**config.mk**
```make
export PLATFORM = sky130hd
export DESIGN_NAME = regfile_param_bank
export DESIGN_NICKNAME = d
export VERILOG_FILES = /design/src/rtl/regfile_param_bank.sv
export SDC_FILE = /design/constraint.sdc
export NUM_CORES = 1
export LEC_CHECK = 0
export CAP_MARGIN = 25
export CORE_ASPECT_RATIO = 1.2
export CORE_MARGIN = 2
export CORE_UTILIZATION = 45
export CTS_CLUSTER_DIAMETER = 150
export CTS_CLUSTER_SIZE = 10
export DETAILED_ROUTE_END_ITERATION = 8
export HOLD_SLACK_MARGIN = 0.05
export PLACE_DENSITY = 0.78
export SETUP_SLACK_MARGIN = 0.2
export SLEW_MARGIN = 20
export SYNTH_ARGS = -nofsm -noshare
export SYNTH_HDL_FRONTEND = slang
export SYNTH_SLANG_ARGS = --single-unit
```
**constraint.sdc**
```tcl
create_clock -name clk -period 5.3 [get_ports clk]
set_clock_uncertainty 0.05 [all_clocks]
set_input_delay 0.795 -clock clk [delete_from_list [all_inputs] [get_ports clk]]
set_output_delay 0.795 -clock clk [all_outputs]
set_load 0.05 [all_outputs]
```
**src/rtl/regfile_param_bank.sv**
```systemverilog
// Per-engine register bank: N_RW config regs, N_RO status regs and a CTRL reg with start/busy/done/irq handshake.
// Optional macro REGFILE_SHADOW_EN stages config writes and loads cfg_o atomically on each accepted start.
//
// state | meaning
// IDLE  | engine idle, BUSY=0, a CTRL start is accepted
// RUN   | engine running, BUSY=1, waiting for done_i
module regfile_param_bank #(
    parameter int                ADDR_W    = 14,
    parameter int                DATA_W    = 16,
    parameter logic [ADDR_W-1:0] BASE_ADDR = 14'h200,
    parameter int                N_RW      = 8,
    parameter int                N_RO      = 3
) (
    input  logic                     clk,
    input  logic                     rst,
    input  logic                     wr_en,
    input  logic                     rd_en,
    input  logic [ADDR_W-1:0]        addr,
    input  logic [DATA_W-1:0]        write_data,
    output logic [DATA_W-1:0]        read_data,
    output logic                     rd_valid,
    output logic                     bus_err,
    output logic [N_RW*DATA_W-1:0]   cfg_o,
    input  logic [N_RO*DATA_W-1:0]   status_i,
    output logic                     start_o,
    input  logic                     done_i,
    output logic                     irq_o
);

    localparam logic [ADDR_W-1:0] OFF_LAST_RW = ADDR_W'(N_RW);
    localparam logic [ADDR_W-1:0] OFF_CTRL    = ADDR_W'(N_RW + N_RO + 1);

    typedef enum logic {IDLE = 1'b0, RUN = 1'b1} state_t;

    state_t              state;
    logic [DATA_W-1:0]   rw_q [N_RW];
    logic                done_q;
    logic                irq_en_q;

    logic [ADDR_W-1:0]   off;
    logic                in_range;
    logic                is_ctrl;
    logic                is_ro;
    logic                ctrl_wr;
    logic                start_ok;
    logic                start_rej;
    logic                done_hit;
    logic                err_next;
    logic [DATA_W-1:0]   rd_val;

    always_comb begin
        off       = addr - BASE_ADDR;
        in_range  = (addr >= BASE_ADDR) && (off >= ADDR_W'(1)) && (off <= OFF_CTRL);
        is_ctrl   = in_range && (off == OFF_CTRL);
        is_ro     = in_range && (off > OFF_LAST_RW) && (off < OFF_CTRL);
        ctrl_wr   = wr_en && is_ctrl;
        // Start is judged against the pre-edge BUSY, so a start racing done_i is rejected.
        start_ok  = ctrl_wr && write_data[0] && (state == IDLE);
        start_rej = ctrl_wr && write_data[0] && (state == RUN);
        done_hit  = done_i && (state == RUN);
        err_next  = (wr_en && (!in_range || is_ro)) || (rd_en && !in_range) || start_rej;

        rd_val = '0;
        for (int k = 0; k < N_RW; k++) begin
            if (in_range && off == ADDR_W'(k + 1)) rd_val = rw_q[k];
        end
        for (int k = 0; k < N_RO; k++) begin
            if (in_range && off == ADDR_W'(N_RW + k + 1)) rd_val = status_i[k*DATA_W +: DATA_W];
        end
        if (is_ctrl) rd_val[3:1] = {irq_en_q, done_q, (state == RUN)};
    end

`ifdef REGFILE_SHADOW_EN
    logic [DATA_W-1:0] cfg_q [N_RW];
`endif

    always_ff @(posedge clk) begin
        if (!rst) begin
            state     <= IDLE;
            done_q    <= 1'b0;
            irq_en_q  <= 1'b0;
            read_data <= '0;
            rd_valid  <= 1'b0;
            bus_err   <= 1'b0;
            start_o   <= 1'b0;
            irq_o     <= 1'b0;
            for (int k = 0; k < N_RW; k++) rw_q[k] <= '0;
`ifdef REGFILE_SHADOW_EN
            for (int k = 0; k < N_RW; k++) cfg_q[k] <= '0;
`endif
        end else begin
            rd_valid  <= rd_en;
            read_data <= rd_en ? rd_val : '0;
            bus_err   <= err_next;
            start_o   <= start_ok;
            irq_o     <= done_q & irq_en_q;

            for (int k = 0; k < N_RW; k++) begin
                if (wr_en && in_range && off == ADDR_W'(k + 1)) rw_q[k] <= write_data;
            end

            if (ctrl_wr) irq_en_q <= write_data[3];

            // A completing engine wins over a same-cycle W1C.
            if (done_hit)                      done_q <= 1'b1;
            else if (ctrl_wr && write_data[2]) done_q <= 1'b0;

            case (state)
                IDLE:    if (start_ok) state <= RUN;
                RUN:     if (done_hit) state <= IDLE;
                default: state <= IDLE;
            endcase

`ifdef REGFILE_SHADOW_EN
            if (start_ok) begin
                for (int k = 0; k < N_RW; k++) cfg_q[k] <= rw_q[k];
            end
`endif
        end
    end

    for (genvar g = 0; g < N_RW; g++) begin : g_cfg
`ifdef REGFILE_SHADOW_EN
        assign cfg_o[g*DATA_W +: DATA_W] = cfg_q[g];
`else
        assign cfg_o[g*DATA_W +: DATA_W] = rw_q[g];
`endif
    end

endmodule

```
# Word level (Yosys, flattened, before mapping)
# Memory sizes are Yosys's and may differ from the RTL's.
# Index checks and enable logic that the tools add are counted.
[op_classes]
addsub = 1
n_lt_le_gt_ge = 5
eq_ne = 12
muxes = 50
bitwise_logic = 10
n_reduce_logical = 39
[op_table]
columns = ["cell", "n"]
rows = [
  ["two-way mux 16 bit", 19],
  ["equality test 14 x 4 -> 1 bit, second input constant", 5],
  ["equality test 14 x 3 -> 1 bit, second input constant", 4],
  ["logical AND 1 bit", 33],
  ["two-way mux 1 bit", 29],
  ["equality test 14 x 2 -> 1 bit, second input constant", 2],
  ["equality test 14 x 1 -> 1 bit, second input constant", 1],
  [">= comparator 14 x 1 -> 1 bit, second input constant", 1],
  [">= comparator 14 x 10 -> 1 bit, second input constant", 1],
  ["greater-than comparator 14 x 4 -> 1 bit, second input constant", 1],
  ["<= comparator 14 x 4 -> 1 bit, second input constant", 1],
  ["less-than comparator 14 x 4 -> 1 bit, second input constant", 1],
  ["subtractor 14 x 10 -> 14 bit, second input constant", 1],
  ["bitwise OR 1 bit", 8],
  ["logical OR 1 bit", 3],
  ["two-way mux 3 bit", 1],
  ["one-hot mux 1 bit (2 select lines)", 1],
  ["AND reduction 2 bit", 1],
  ["nonzero test 2 bit", 1],
  ["bitwise AND 1 bit", 1],
  ["logical NOT 1 bit", 1],
  ["inverter 1 bit", 1],
]
[totals]
regBits = 23
ramBits = 128
inputBits = 83
out_inout_bits = 148
word_cells = 126
n_memories = 1
[mem_list]
columns = ["memory", "depth", "word_bits", "rd", "rd_clocked_by_memory_dff", "write_ports", "line", "source"]
rows = [
  ["rw_q", 8, 16, 8, 0, 8, "36", "logic [DATA_W-1:0] rw_q [N_RW];"],
]

# Depth between registers and ports, before layout
# Gate-level depths: netlist of the first run.
[depth]
ltp_word = 17
ltp_mapped = 13
depth_no_buf = 8

# Least setup slack after synthesis of the first run
# OpenSTA, ideal clock, no wires.
[synth_timing]
path_kind = "input port to flip-flop"
start = "input port addr[9]"
end = "memory rw_q[4][0] (netlist: rw_q[0][64]) (enable)"
setup_ns = 0.372
t_arrival_ns = 3.603
required_time_ns = 4.878
path_slack_ns = 1.276
stages = 12
path_buffers = 5
path_cell_list = "buf_4 > inv_1 > ha_1 > or4bb_1 > buf_2 > or3_1 > buf_6 > nor3_1 > buf_2 > nand2_1 > clkbuf_1 > nand2_1"
[synth_rtl]
columns = ["element", "line", "source"]
rows = [
  ["start, declared", "18", "input logic [ADDR_W-1:0] addr,"],
  ["end, declared", "36", ""],
]

# Worst setup path after layout of the first run
[layout_timing]
start = "input port addr[9]"
end = "register read_data[7]"
[layout_between]
elab_chain_cells = 16
word_cells_on_any_way = 39
classes_between = "add/sub: 1; order compare: 3; eq/ne: 11; mux: 11; reduce/logical: 13"
[layout_rtl]
columns = ["element", "line", "source"]
rows = [
  ["subtractor 14 x 10 -> 14 bit", "52", "off = addr - BASE_ADDR;"],
  [">= comparator 14 x 1 -> 1 bit", "53", "in_range = (addr >= BASE_ADDR) && (off >= ADDR_W'(1)) && (off <= OFF_CTRL);"],
  ["logical AND 1 bit (2 in series)", "53", ""],
  ["logical AND 1 bit", "65", "if (in_range && off == ADDR_W'(k + 1)) rd_val = rw_q[k];"],
  ["two-way mux 16 bit (8 in series)", "65", ""],
  ["two-way mux 16 bit (2 in series)", "68", "if (in_range && off == ADDR_W'(N_RW + k + 1)) rd_val = status_i[k*DATA_W +: DATA_W];"],
  ["two-way mux 16 bit (*)", "68", ""],
  ["end signal, assigned", "93", "read_data <= rd_en ? rd_val : '0;"],
  ["end, declared", "20", "output logic [DATA_W-1:0] read_data,"],
]
# Mark *: on every way between the ends. The rest lies on a longest branch, timed or not.
# A chain may end at the register's enable or synchronous reset.

==> results of run 1 <==
-- registers in the layout (all words and copies together), names as in the netlist --
| register | count |
|---|---|
| rw_q | 128 |
| read_data | 16 |
| bus_err | 1 |
| done_q | 1 |
| irq_en_q | 1 |
| irq_o | 1 |
| rd_valid | 1 |
| start_o | 1 |
| state | 1 |
-- critical path, delay by kind of cell --
family,cells,cell delay (ns)
and+or+nand+nor,5,2.07
buffers and inverters,3,1.00
adders and majority gates,1,0.29
AOI/OAI and AO/OA,1,0.31
-- layout by cell type, fill, tap and decap left out, types with 5 or more instances in the layout --
cell type and count:
nor2b_1 6, o311a_1 8, inv_1 27, clkbuf_16 17
clkdlybuf4s50_1 230, o22ai_1 10, nor2_1 123, o21a_1 5
dfxtp_1 23, a222oi_1 9, mux2i_1 12, edfxtp_1 128
a221oi_1 12, nand2_1 51, nand2b_1 9, nor4_1 13
o21ai_0 32, nor3_1 27, a21oi_1 16, nand4_1 10
a22oi_1 18, o221ai_1 9, and2_1 6, buf_4 29
nand3_1 12
-- routing by layer --
metal | up-vias | GRT usage | wire [um]
met1 | 3368 | 0.391 | 9490
li1 | 3046 | - | -
met5 | - | 0 | 0
met4 | 0 | 0.144 | 1410
met2 | 651 | 0.543 | 13800
met3 | 113 | 0.0810 | 3570
-- final cells by class --
type | count | area, um^2 | share of cell area
Tap cell | 212 | 265 | 0.0252
Sequential cell | 151 | 4300 | 0.409
Timing Repair Buffer | 260 | 2530 | 0.241
Clock buffer | 17 | 425 | 0.0404
Clock inverter | 15 | 170 | 0.0162
Inverter | 27 | 101 | 0.00962
Multi-Input combinational cell | 455 | 2740 | 0.260
-- power by group --
| part | switching (mW) | internal (mW) |
|---|---|---|
| clock network | 0.520 | 0.704 |
| registers | 0.0515 | 1.35 |
| logic | 0.367 | 0.183 |
-- worst max path at each step --
| stage | startpoint | endpoint | slack, ns | depth (start not counted) |
|---|---|---|---|---|
| after floorplan | addr[9] | rw_q[0][64]$_SDFFCE_PN0P_ | 1.28 | 12 |
| after global placement | addr[9] | read_data[1]$_SDFF_PN0_ | 0.85 | 10 |
| after detailed placement | addr[9] | read_data[1]$_SDFF_PN0_ | 0.82 | 10 |
| after CTS | addr[9] | read_data[1]$_SDFF_PN0_ | 1.23 | 10 |
| after global routing | addr[9] | read_data[4]$_SDFF_PN0_ | 0.80 | 10 |
| final | addr[9] | read_data[7]$_SDFF_PN0_ | 1.10 | 10 |
-- logic make-up after synthesis --
group                    Yosys count  share of synthesized area
multiplexers                      13                     0.0179
XOR/XNOR                           1                    0.00120
AO/OA/AOI/OAI                    151                      0.154
buffers and inverters             67                     0.0398
adder cells (fa/ha/maj)            1                    0.00171
flip-flops                       151                      0.588
AND/OR/NAND/NOR                  289                      0.197
-- through the flow --
stage	setup slack, ns	hold WS, ns	std cells	total power, mW	cell area, um^2
detailed placement	0.817	0.480	1105	1.96	9940
floorplan	1.28	0.424	673	1.71	7320
CTS	1.23	0.492	1137	3.17	10500
global route	0.798	0.512	1137	3.24	10500
global placement	0.845	0.473	1104	1.96	9930
finish	1.10	0.491	1137	3.17	10500
-- synth_stat cells, types with 8 or more instances --
master and n:
nor4_1 13, clkbuf_1 22, nand4_1 10, dfxtp_1 23, a22oi_1 18, o221ai_1 9, edfxtp_1 128, nand2_1 51
a21oi_1 16, nand3_1 12, buf_2 11, o311a_1 8, o22ai_1 10, a222oi_1 9, a221oi_1 12, nand2b_1 9
mux2i_1 12, inv_1 27, nor3_1 27, o21ai_0 32, nor2_1 123
==> results_dict.tcl, run 1 <==
set metrics [dict create \
    yosys_warnings 0 \
    drt-initial-drc-count 1058 \
    grt_usage 0.322 \
    start_util 0.455 \
    power.leakage_nw 3.67 \
    synth_top_area_cell "edfxtp_1" \
    io_buffers 230 \
    grt_pass1_vias 6878 \
    cts_hold_buf 0 \
    hold_viol_final 0 \
    required_ns 5.57 \
    h-tree-depth 4 \
    fin_crit_ns 4.20 \
    r2r_start "rw_q[0][75]$_SDFFCE_PN0P_" \
    tightest_slew_ns 1.03 \
    cp_cell_sequence "clkdlybuf4s50_1, inv_1, ha_1, or4bb_1, or3_1, buf_4, nor3_1, nand2_1, o21ai_0, nor3_1" \
    fmax_ghz 0.238 \
    die_y_um 144 \
    tritoncts "yes" \
    min_to "irq_o$_SDFF_PN0_" \
    rrSetupSlack_ns 3.41 \
    viasPerCell 6.31 \
    slowest_delay_ns 0.63 \
    whs_path_depth 1 \
    grt_overflow_total 0 \
    cts_resized 0 \
    grt_max_degree 28 \
    final_core_util 0.655 \
    drtPass1Iterations 8 \
    diodes 0 \
    hp-start "irq_en_q$_SDFFE_PN0P_" \
    status "completed" \
    power_density_nw_per_um2 301 \
    dieArea_um2 17300 \
    cap_violations 0 \
    drc_errors 0 \
    die_x_um 120 \
    critPathMaxFanout 16 \
    path_common_cell "nor3_1" \
    n_fill_cell 1295 \
    area_delta_synth_final_pct 43.9 \
    syn_inst 673 \
    nets 996 \
    reg2reg_depth 4 \
    cts_buffers 17 \
    place.gp.congestion 0.944 \
    synth.net_count 757 \
    setup_violations 0 \
    syn_area_um2 7320 \
    clk_pin_slew_worst_paths_ns 0.07 \
    dpl.hpwl_mm 20.5 \
    postCtsSetupBuffers 0 \
    synth_cell_type_count 65 \
    final_layout_size_suffix_gt1_frac 0.0908 \
    io_pins 231 \
    ys_seq_elements 151 \
    cts_num_sinks 151 \
    antenna_found_initial 0 \
    rsz0062_at_grt "false" \
    drt-total-wl_mm 28.2 \
    wl_per_cell_um 24.8 \
    cp-end-kind "flop" \
    ys_seq_area_frac 0.588 \
    worst-endpoint-arrival_ns 4.47 \
    avgSynthCellArea_um2 10.9 \
    vias 7178 \
    clockRootBuffer "clkbuf_16" \
    ys_top_cells_by_area "edfxtp_1 (53%), nor2_1 (6.3%), dfxtp_1 (6.3%), nand2_1 (2.6%), o21ai_0 (2.2%)" \
    synth_top_area_frac 0.525 \
    clockBufferDepth 2 \
    maxSlewViolCount 0 \
    synth_edf_count 128 \
    clock_latency_ns 0.43 \
    crit_path_start_kind "input port" \
    r2r-end "read_data[11]$_SDFF_PN0_" \
    grt_pass1_wl_mm 40.8 \
    async_reset_ff_frac 0 \
    crit_slowest_cell "clkdlybuf4s50_1" \
    num_rows 51 \
    final_antenna_net_count 0 \
    min_period_over_period 0.792 \
    min_path_type "reg -> reg" \
    ys.flop_type "edfxtp_1" \
    relSlewSlack 0.309 \
    setup_tns_ns 0 \
    crit_type "in -> reg" \
    ir_worst_vdd_mv 0.260 \
    core_area_um2 16100 \
]
Power figures use the tool's default switching activity.
==> run 2, diff against run 1 <==
==> constraint.sdc (replaced) <==
create_clock -name clk -period 3.96 [get_ports clk]
set_clock_uncertainty 0.05 [all_clocks]
set_input_delay 0.594 -clock clk [delete_from_list [all_inputs] [get_ports clk]]
set_output_delay 0.594 -clock clk [all_outputs]
set_load 0.05 [all_outputs]
==> run 2 against run 1 <==
Effect of this change:
- worst hold slack got worse by 0.0030 ns
- flip-flop and latch count is the same
- non-clock buffer count increased by 28
- setup slack worse by 0.41 ns
- final cell count up 2.5%
- core utilization up 1.5 points
- die area stayed put
- routed wire length rose by 2.4%
==> results_dict.tcl, run 2 (synthesis results as in run 1) <==
set metrics [dict create \
    final_core_util 0.670 \
    crit_type "in -> reg" \
    switchingPower_mw 1.30 \
    io_buffers 230 \
    critPathCapture "read_data[7]$_SDFF_PN0_" \
    ir_worst_vdd_mv 0.326 \
    hold_viol_final 0 \
    grt_pass1_wl_mm 42.5 \
    diodes 0 \
    r2r_start "rw_q[0][33]$_SDFFCE_PN0P_" \
    maxSlewViolCount 0 \
    core_area_um2 16100 \
    postCtsSetupBuffers 0 \
    final_antenna_net_count 0 \
    status "completed" \
    io_pins 231 \
    rrSetupSlack_ns 2.26 \
    rsz0062_at_grt "false" \
    whs_ns 0.488 \
    cts_buffers 17 \
    vias 7228 \
    antenna_found_initial 0 \
    nets 1024 \
    p_total_mw 4.20 \
    cap_violations 0 \
    largest-register "rw_q" \
    r2r-end "read_data[1]$_SDFF_PN0_" \
    final_layout_size_suffix_gt1_frac 0.120 \
    power.leakage_nw 3.83 \
    largestRegisters "rw_q: 128 flops, read_data: 16 flops" \
    area_delta_synth_final_pct 47.2 \
    power.internal_mw 2.90 \
    min_period_over_period 0.824 \
    viasPerCell 6.20 \
    dpl.hpwl_mm 21.0 \
    tightest_slew_ns 0.723 \
    final_common_cell "clkdlybuf4s50_1" \
    crit_path_start "addr[9]" \
    drt-initial-drc-count 1093 \
    grt_overflow_total 0 \
    power_frac_seq 0.446 \
    dieArea_um2 17300 \
    required_ns 4.27 \
    clkPwrFrac 0.375 \
    fmax_ghz 0.306 \
    setup_violations 0 \
    most-common-layout-cells "clkdlybuf4s50_1 (230), edfxtp_1 (128), nor2_1 (123)" \
    num_rows 51 \
    swShare 0.310 \
    fin_crit_ns 3.26 \
    relSlewSlack 0.516 \
    dr_wl_met2_mm 13.9 \
    grt_usage 0.335 \
    clockBufferDepth 2 \
    cp-end-kind "flop" \
    critPathMaxFanout 26 \
    die_y_um 144 \
    comb_power_share 0.179 \
    h-tree-depth 4 \
    cts_resized 0 \
    clk_pin_slew_worst_paths_ns 0.07 \
    setup_tns_ns 0 \
    power_density_nw_per_um2 390 \
    crit_path_start_kind "input port" \
    reg2reg_depth 6 \
    highest_layer "met4" \
    drtPass1Iterations 6 \
    drc_errors 0 \
    clock_latency_ns 0.43 \
    place.gp.congestion 1.02 \
    grt_max_degree 30 \
    wl_met1_mm 10.0 \
    cts_num_sinks 151 \
    wl_per_cell_um 24.8 \
    worst-endpoint-arrival_ns 3.57 \
    die_x_um 120 \
    tritoncts "yes" \
    cts_hold_buf 0 \
    largest_register_ffs 128 \
    met3WireLength_mm 3.59 \
    dp.cells 1133 \
    start_util 0.455 \
    clockRootBuffer "clkbuf_16" \
    drt-total-wl_mm 28.9 \
    fin_cells 1165 \
    min_path_type "reg -> reg" \
    grt_pass1_vias 6991 \
]
==> run 2: per-layer routing <==
layer  vias up  GRT usage
li1       3106          -
met1      3348      0.419
met2       655      0.540
met3       119     0.0893
met4         0      0.165
met5         -          0
==> run 2: worst min path at each step <==
| stage | startpoint | endpoint | cells past startpoint |
|---|---|---|---|
| floorplan | state$_SDFF_PN0_ | start_o$_SDFF_PN0_ | 1 |
| global placement | state$_SDFF_PN0_ | start_o$_SDFF_PN0_ | 1 |
| detailed placement | irq_en_q$_SDFFE_PN0P_ | irq_o$_SDFF_PN0_ | 1 |
| CTS | irq_en_q$_SDFFE_PN0P_ | irq_o$_SDFF_PN0_ | 1 |
| global route | irq_en_q$_SDFFE_PN0P_ | irq_o$_SDFF_PN0_ | 1 |
| finish | irq_en_q$_SDFFE_PN0P_ | irq_o$_SDFF_PN0_ | 1 |
==> run 2: layout make-up <==
class,count,area [um^2]
well taps,212,265
inverters,27,101
clock inverters,15,149
fillers,1255,5310
multi-input cells,455,2740
clock buffers,17,425
flip-flops and latches,151,4300
repair buffers,288,2790
==> run 2: through the flow <==
| stage | instance area, um^2 | worst slack (ns) |
|---|---|---|
| floorplan | 7320 | 0.257 |
| global placement | 10200 | 0.321 |
| detailed placement | 10200 | 0.309 |
| CTS | 10800 | 0.738 |
| global route | 10800 | 0.508 |
| finish | 10800 | 0.696 |
==> run 2: worst max-delay path, stage by stage <==
cell and delay [ns]:
clkdlybuf4s50_1 0.48, inv_1 0.05, ha_1 0.27, or4bb_1 0.50, or3_1 0.37, buf_12 0.19, nor4_4 0.29, buf_4 0.22
a22oi_1 0.10, o311a_1 0.35, nor3_1 0.15
==> run 2: power by group through the flow <==
| stage | clock network, mW | logic, mW | registers, mW |
|---|---|---|---|
| CTS | 1.58 | 0.745 | 1.87 |
| finish | 1.58 | 0.751 | 1.87 |
| floorplan | 0 | 0.133 | 2.16 |
| global route | 1.65 | 0.775 | 1.88 |
| global placement | 0 | 0.738 | 1.90 |
| detailed placement | 0 | 0.740 | 1.90 |
